### src/rtl/nibble_serial_add_sub_pkg.sv
//------------------------------------------------------------------------------
// Module  : nibble_serial_add_sub_pkg
// Brief   : Shared constants, FSM encoding and sizing helpers for the
//           nibble-serial add/subtract unit.
// Revision: 1.0 - initial release
//------------------------------------------------------------------------------
`default_nettype none

package nibble_serial_add_sub_pkg;

  localparam int NIBBLE_W = 4;

  typedef enum logic [1:0] {
    IDLE = 2'd0,
    RUN  = 2'd1,
    DONE = 2'd2
  } state_e;

  function automatic int nibble_count(input int width);
    return width / NIBBLE_W;
  endfunction

  function automatic int index_width(input int n);
    return (n > 1) ? $clog2(n) : 1;
  endfunction

endpackage

`default_nettype wire

### src/rtl/nibble_serial_add_sub_adder_4bits.sv
//------------------------------------------------------------------------------
// Module  : adder_4bits
// Brief   : 4-bit carry-lookahead adder slice with carry in and carry out.
// Revision: 1.0 - initial release
//------------------------------------------------------------------------------
`default_nettype none

module adder_4bits (
  input  logic [3:0] a,
  input  logic [3:0] b,
  input  logic       ci,
  output logic [3:0] s,
  output logic       co
);

  logic [3:0] w_p;
  logic [3:0] w_g;
  logic [4:0] w_c;

  assign w_p = a ^ b;
  assign w_g = a & b;

  // Every carry is flattened to a two-level generate/propagate term.
  assign w_c[0] = ci;
  assign w_c[1] = w_g[0] | (w_p[0] & ci);
  assign w_c[2] = w_g[1] | (w_p[1] & w_g[0]) | (w_p[1] & w_p[0] & ci);
  assign w_c[3] = w_g[2] | (w_p[2] & w_g[1]) | (w_p[2] & w_p[1] & w_g[0])
                | (w_p[2] & w_p[1] & w_p[0] & ci);
  assign w_c[4] = w_g[3] | (w_p[3] & w_g[2]) | (w_p[3] & w_p[2] & w_g[1])
                | (w_p[3] & w_p[2] & w_p[1] & w_g[0])
                | (w_p[3] & w_p[2] & w_p[1] & w_p[0] & ci);

  assign s  = w_p ^ w_c[3:0];
  assign co = w_c[4];

endmodule

`default_nettype wire

### src/rtl/nibble_serial_add_sub.sv
//------------------------------------------------------------------------------
// Module  : nibble_serial_add_sub
// Brief   : WIDTH-bit add/subtract computed one nibble per clock through a
//           single 4-bit CLA. Define NIBBLE_SERIAL_FLAGS_EN for ovf/zero flags.
// Revision: 1.0 - initial release
//------------------------------------------------------------------------------
`default_nettype none

module nibble_serial_add_sub
  import nibble_serial_add_sub_pkg::*;
#(
  parameter int WIDTH = 32
) (
  input  logic             clk,
  input  logic             rst_n,
  input  logic             in_valid,
  output logic             in_ready,
  input  logic [WIDTH-1:0] a,
  input  logic [WIDTH-1:0] b,
  input  logic             sub,
  output logic             out_valid,
  input  logic             out_ready,
  output logic [WIDTH-1:0] sum,
  output logic             co,
  output logic             ovf,
  output logic             zero
);

  localparam int N     = nibble_count(WIDTH);
  localparam int IDX_W = index_width(N);
  localparam logic [IDX_W-1:0] LAST_IDX = IDX_W'(N - 1);

  state_e             state_q, state_d;
  logic [WIDTH-1:0]   a_q, a_d;
  logic [WIDTH-1:0]   b_q, b_d;
  logic [WIDTH-1:0]   acc_q, acc_d;
  logic [WIDTH-1:0]   sum_q, sum_d;
  logic               carry_q, carry_d;
  logic               co_q, co_d;
  logic [IDX_W-1:0]   idx_q, idx_d;
`ifdef NIBBLE_SERIAL_FLAGS_EN
  logic               ovf_q, ovf_d;
  logic               zero_q, zero_d;
`endif

  logic [NIBBLE_W-1:0] nib_s;
  logic                nib_co;

  adder_4bits u_adder (
    .a  (a_q[NIBBLE_W-1:0]),
    .b  (b_q[NIBBLE_W-1:0]),
    .ci (carry_q),
    .s  (nib_s),
    .co (nib_co)
  );

  always_comb begin
    state_d = state_q;
    a_d     = a_q;
    b_d     = b_q;
    acc_d   = acc_q;
    sum_d   = sum_q;
    carry_d = carry_q;
    co_d    = co_q;
    idx_d   = idx_q;
`ifdef NIBBLE_SERIAL_FLAGS_EN
    ovf_d   = ovf_q;
    zero_d  = zero_q;
`endif
    unique case (state_q)
      IDLE: begin
        if (in_valid) begin
          a_d     = a;
          b_d     = sub ? ~b : b;
          carry_d = sub;
          idx_d   = '0;
          state_d = RUN;
        end
      end
      RUN: begin
        acc_d   = {nib_s, acc_q[WIDTH-1:NIBBLE_W]};
        a_d     = a_q >> NIBBLE_W;
        b_d     = b_q >> NIBBLE_W;
        carry_d = nib_co;
        idx_d   = idx_q + IDX_W'(1);
        if (idx_q == LAST_IDX) begin
          // Top nibble: a_q[3]/b_q[3] are the operand sign bits here.
          sum_d   = acc_d;
          co_d    = nib_co;
          state_d = DONE;
`ifdef NIBBLE_SERIAL_FLAGS_EN
          zero_d  = (acc_d == '0);
          ovf_d   = (a_q[NIBBLE_W-1] == b_q[NIBBLE_W-1]) &&
                    (nib_s[NIBBLE_W-1] != a_q[NIBBLE_W-1]);
`endif
        end
      end
      DONE: begin
        if (out_ready) state_d = IDLE;
      end
      default: state_d = IDLE;
    endcase
  end

  always_ff @(posedge clk or negedge rst_n) begin
    if (!rst_n) begin
      state_q <= IDLE;
      a_q     <= '0;
      b_q     <= '0;
      acc_q   <= '0;
      sum_q   <= '0;
      carry_q <= 1'b0;
      co_q    <= 1'b0;
      idx_q   <= '0;
`ifdef NIBBLE_SERIAL_FLAGS_EN
      ovf_q   <= 1'b0;
      zero_q  <= 1'b0;
`endif
    end else begin
      state_q <= state_d;
      a_q     <= a_d;
      b_q     <= b_d;
      acc_q   <= acc_d;
      sum_q   <= sum_d;
      carry_q <= carry_d;
      co_q    <= co_d;
      idx_q   <= idx_d;
`ifdef NIBBLE_SERIAL_FLAGS_EN
      ovf_q   <= ovf_d;
      zero_q  <= zero_d;
`endif
    end
  end

  assign in_ready  = (state_q == IDLE);
  assign out_valid = (state_q == DONE);
  assign sum       = sum_q;
  assign co        = co_q;
`ifdef NIBBLE_SERIAL_FLAGS_EN
  assign ovf       = ovf_q;
  assign zero      = zero_q;
`else
  assign ovf       = 1'b0;
  assign zero      = 1'b0;
`endif

endmodule

`default_nettype wire
### config.mk
export PLATFORM = sky130hd
export DESIGN_NAME = nibble_serial_add_sub
export DESIGN_NICKNAME = d
export VERILOG_FILES = /design/src/rtl/nibble_serial_add_sub_pkg.sv /design/src/rtl/nibble_serial_add_sub_adder_4bits.sv /design/src/rtl/nibble_serial_add_sub.sv
export SDC_FILE = /design/constraint.sdc
export NUM_CORES = 1
export LEC_CHECK = 0
export CAP_MARGIN = 15
export CORE_ASPECT_RATIO = 1.4
export CORE_MARGIN = 8
export CORE_UTILIZATION = 40
export DETAILED_ROUTE_END_ITERATION = 16
export DONT_BUFFER_PORTS = 1
export SYNTH_ARGS = -nofsm -noshare
export SYNTH_HDL_FRONTEND = slang
export SYNTH_SLANG_ARGS = --single-unit
### constraint.sdc
create_clock -name clk -period 1.8 [get_ports clk]
set_input_delay 0.36 -clock clk [delete_from_list [all_inputs] [get_ports clk]]
set_output_delay 0.36 -clock clk [all_outputs]
set_load 0.03 [all_outputs]
==> results.tsv <==
metric	value	unit
setup_viol	0	
reg2reg_slack	0.19	ns
overflow	0	
routedWlPerCell	17.7	um
period_needed	1.68	ns
cts_buffers	17	
drt_iter0_drc	407	
hold_viol_final	131	
dpl.hpwl	9280	um
ys_ff_latch	131	
endpoint_kind	output port	
core	15400	um2
status	finished, violations left	
synthTopCellsByArea	dfrtp_1, nor2b_1, a21oi_1	
drv_cap	0	
rows	54	
cts_tree	yes	
clock-root-buffer	clkbuf_16	
hold_path_class	primary input to async pin	
timing.rr.end	co$_DFFE_PN0P_	
drc	0	
synth-seq-area-share	0.528	
yosysTopAreaCell	dfrtp_1	
grt_pass1_wl	23100	um
worstReg2RegStart	a_q[0]$_DFFE_PN0P_	
path_cells	nand2b_1 -> inv_1	
clk_latency	0.41	ns
synthCells	608	
fin_crit_sh	0.936	
ctsResizeCount	0	
worstPathArrival	1.32	ns
peakVddDrop	0.766	mV
finClkSkew	0.00918	ns
nets	667	
cp_max_fo	11	
final_common_cell	dfrtp_1	
cts_max_path_buffers	2	
h-tree-depth	4	
start_util	0.403	
antenna_found_initial	1	
synthFlopType	dfrtp_1	
die_h	163	um
io_buffer_count	0	
viasPerCell	5.32	
wl	14200	um
synth.distinct_cells	30	
async_flop_share	1.00	
violations	negative hold slack	
rsz0062_at_grt	false	
leakagePower	3.07	nW
dr.pass1.iters	6	
vias	4262	
syn_area	6210	um2
fillers	1441	
grt_pass1_vias	4333	
max_stage_delay	0.48	ns
worstSetupStartpointType	flip-flop	
path_class	flip-flop to output port	
fmax	594	MHz
powerDensity	1870	nW/um2
dieArea	19800	um2
die_x	121	um
areaGrowthSynthToFinish	11.5	%
reg2reg_depth	5	
final_cell_mix	dfrtp_1, nand2_1, a21oi_1, nor2b_1, o21ai_0	
drv_slew	0	
cts.sinks	131	
cp.required	1.44	ns
synth-edff-count	0	
fin_tns_setup	0	ns
drive_gt1_frac	0.127	
holdWs	-0.346	ns
grt_max_degree	132	
avgSynthCellArea	10.2	um2
cp_slowest_cell	dfrtp_2	
yosysWarningCount	0	
ant_nets	0	
clk_pin_slew	0.06	ns
grt_usage	0.147	
gp_congestion	0.737	
boundaryPins	106	
synth_top_area_frac	0.528	
## report_power, final
group / total (mW) / internal (mW) / switching (mW)
registers: 5.87 / 4.24 / 1.63
clock network: 3.15 / 1.83 / 1.32
logic: 3.96 / 1.90 / 2.06
## kinds of logic (layout without fill, tap and decap cells)
family	Yosys count	after routing	share of synthesized area
adder cells (fa/ha/maj)	7	7	0.0153
buffers and inverters	55	50	0.0417
XOR/XNOR	35	35	0.0493
flip-flops	131	131	0.528
AO/OA/AOI/OAI	183	183	0.177
other	1	3	0.000604
multiplexers	28	28	0.0568
AND/OR/NAND/NOR	168	168	0.132
## how the worst max path moves through the flow
stage	cells past startpoint	end	slack, ns	start
after floorplan	4	in_ready	0.15	state_q[1]$_DFFE_PN0P_
after global placement	5	sum[8]$_DFFE_PN0P_	0.22	idx_q[0]$_DFFE_PN0P_
after detailed placement	5	co$_DFFE_PN0P_	0.18	a_q[0]$_DFFE_PN0P_
after CTS	3	in_ready	0.1	state_q[1]$_DFFE_PN0P_
after global routing	5	co$_DFFE_PN0P_	0.03	a_q[0]$_DFFE_PN0P_
final	2	out_valid	0.12	state_q[0]$_DFFE_PN0P_
## what timing repair did
action,4_1_cts,5_1_grt
hold endpoints to repair,131,131
endpoints found under the setup margin,1,0
buffers inserted,1,0
## Yosys cell counts (2+ instances only)
cell / instances
nor2b_1: 65
dfrtp_1: 131
a22oi_1: 35
nor2_1: 9
nand2_1: 88
a22o_1: 2
ha_1: 6
mux2_4: 10
xnor2_1: 23
clkbuf_1: 29
buf_4: 3
nand2b_1: 2
a211oi_1: 2
o22ai_1: 2
buf_2: 15
a21oi_1: 68
buf_6: 3
mux2_2: 18
inv_1: 5
o21ai_0: 52
o22a_1: 20
xor2_1: 12
## critical path: cells and delay by family, from the launching register on
family	cells	cell delay, ns
AND/OR/NAND/NOR	1	0.21
buffers and inverters	1	0.23
flip-flops	1	0.48
## routing by layer
layer  up-vias  track usage  share of wire
met1      2097        0.184           0.43
li1       2046            -              -
met2       104        0.224           0.48
met5         -            0              0
met4         0       0.0540          0.015
met3        15       0.0567          0.074
## state kept, by name (all words and copies together) (netlist names)
name     flops
b_q         32
sum         32
acc_q       28
a_q         32
idx_q        3
state_q      2
carry_q      1
co           1
## area by class of cell
cell class	instances	area, um2	share of cell area
clock inverter	11	93.8	0.0135
clock buffer	21	450	0.0650
sequential	131	3280	0.474
multi-input combinational	423	2690	0.388
timing repair buffer	13	148	0.0213
antenna	1	2.50	0.000361
tap	196	245	0.0354
inverter	5	18.8	0.00271
## through the flow
step | util | setup WS (ns) | instances | power, mW | instance area [um2]
2_1_floorplan | - | 0.154 | 609 | 8.84 | 6220
3_3_place_gp | 0.414 | 0.222 | 767 | 9.75 | 6370
3_5_place_dp | 0.414 | 0.178 | 767 | 9.92 | 6370
4_1_cts | 0.449 | 0.0958 | 800 | 13.1 | 6920
5_1_grt | 0.450 | 0.0319 | 801 | 14.0 | 6930
6_report | 0.450 | 0.116 | 801 | 13.0 | 6930
Power figures use the tool's default switching activity.
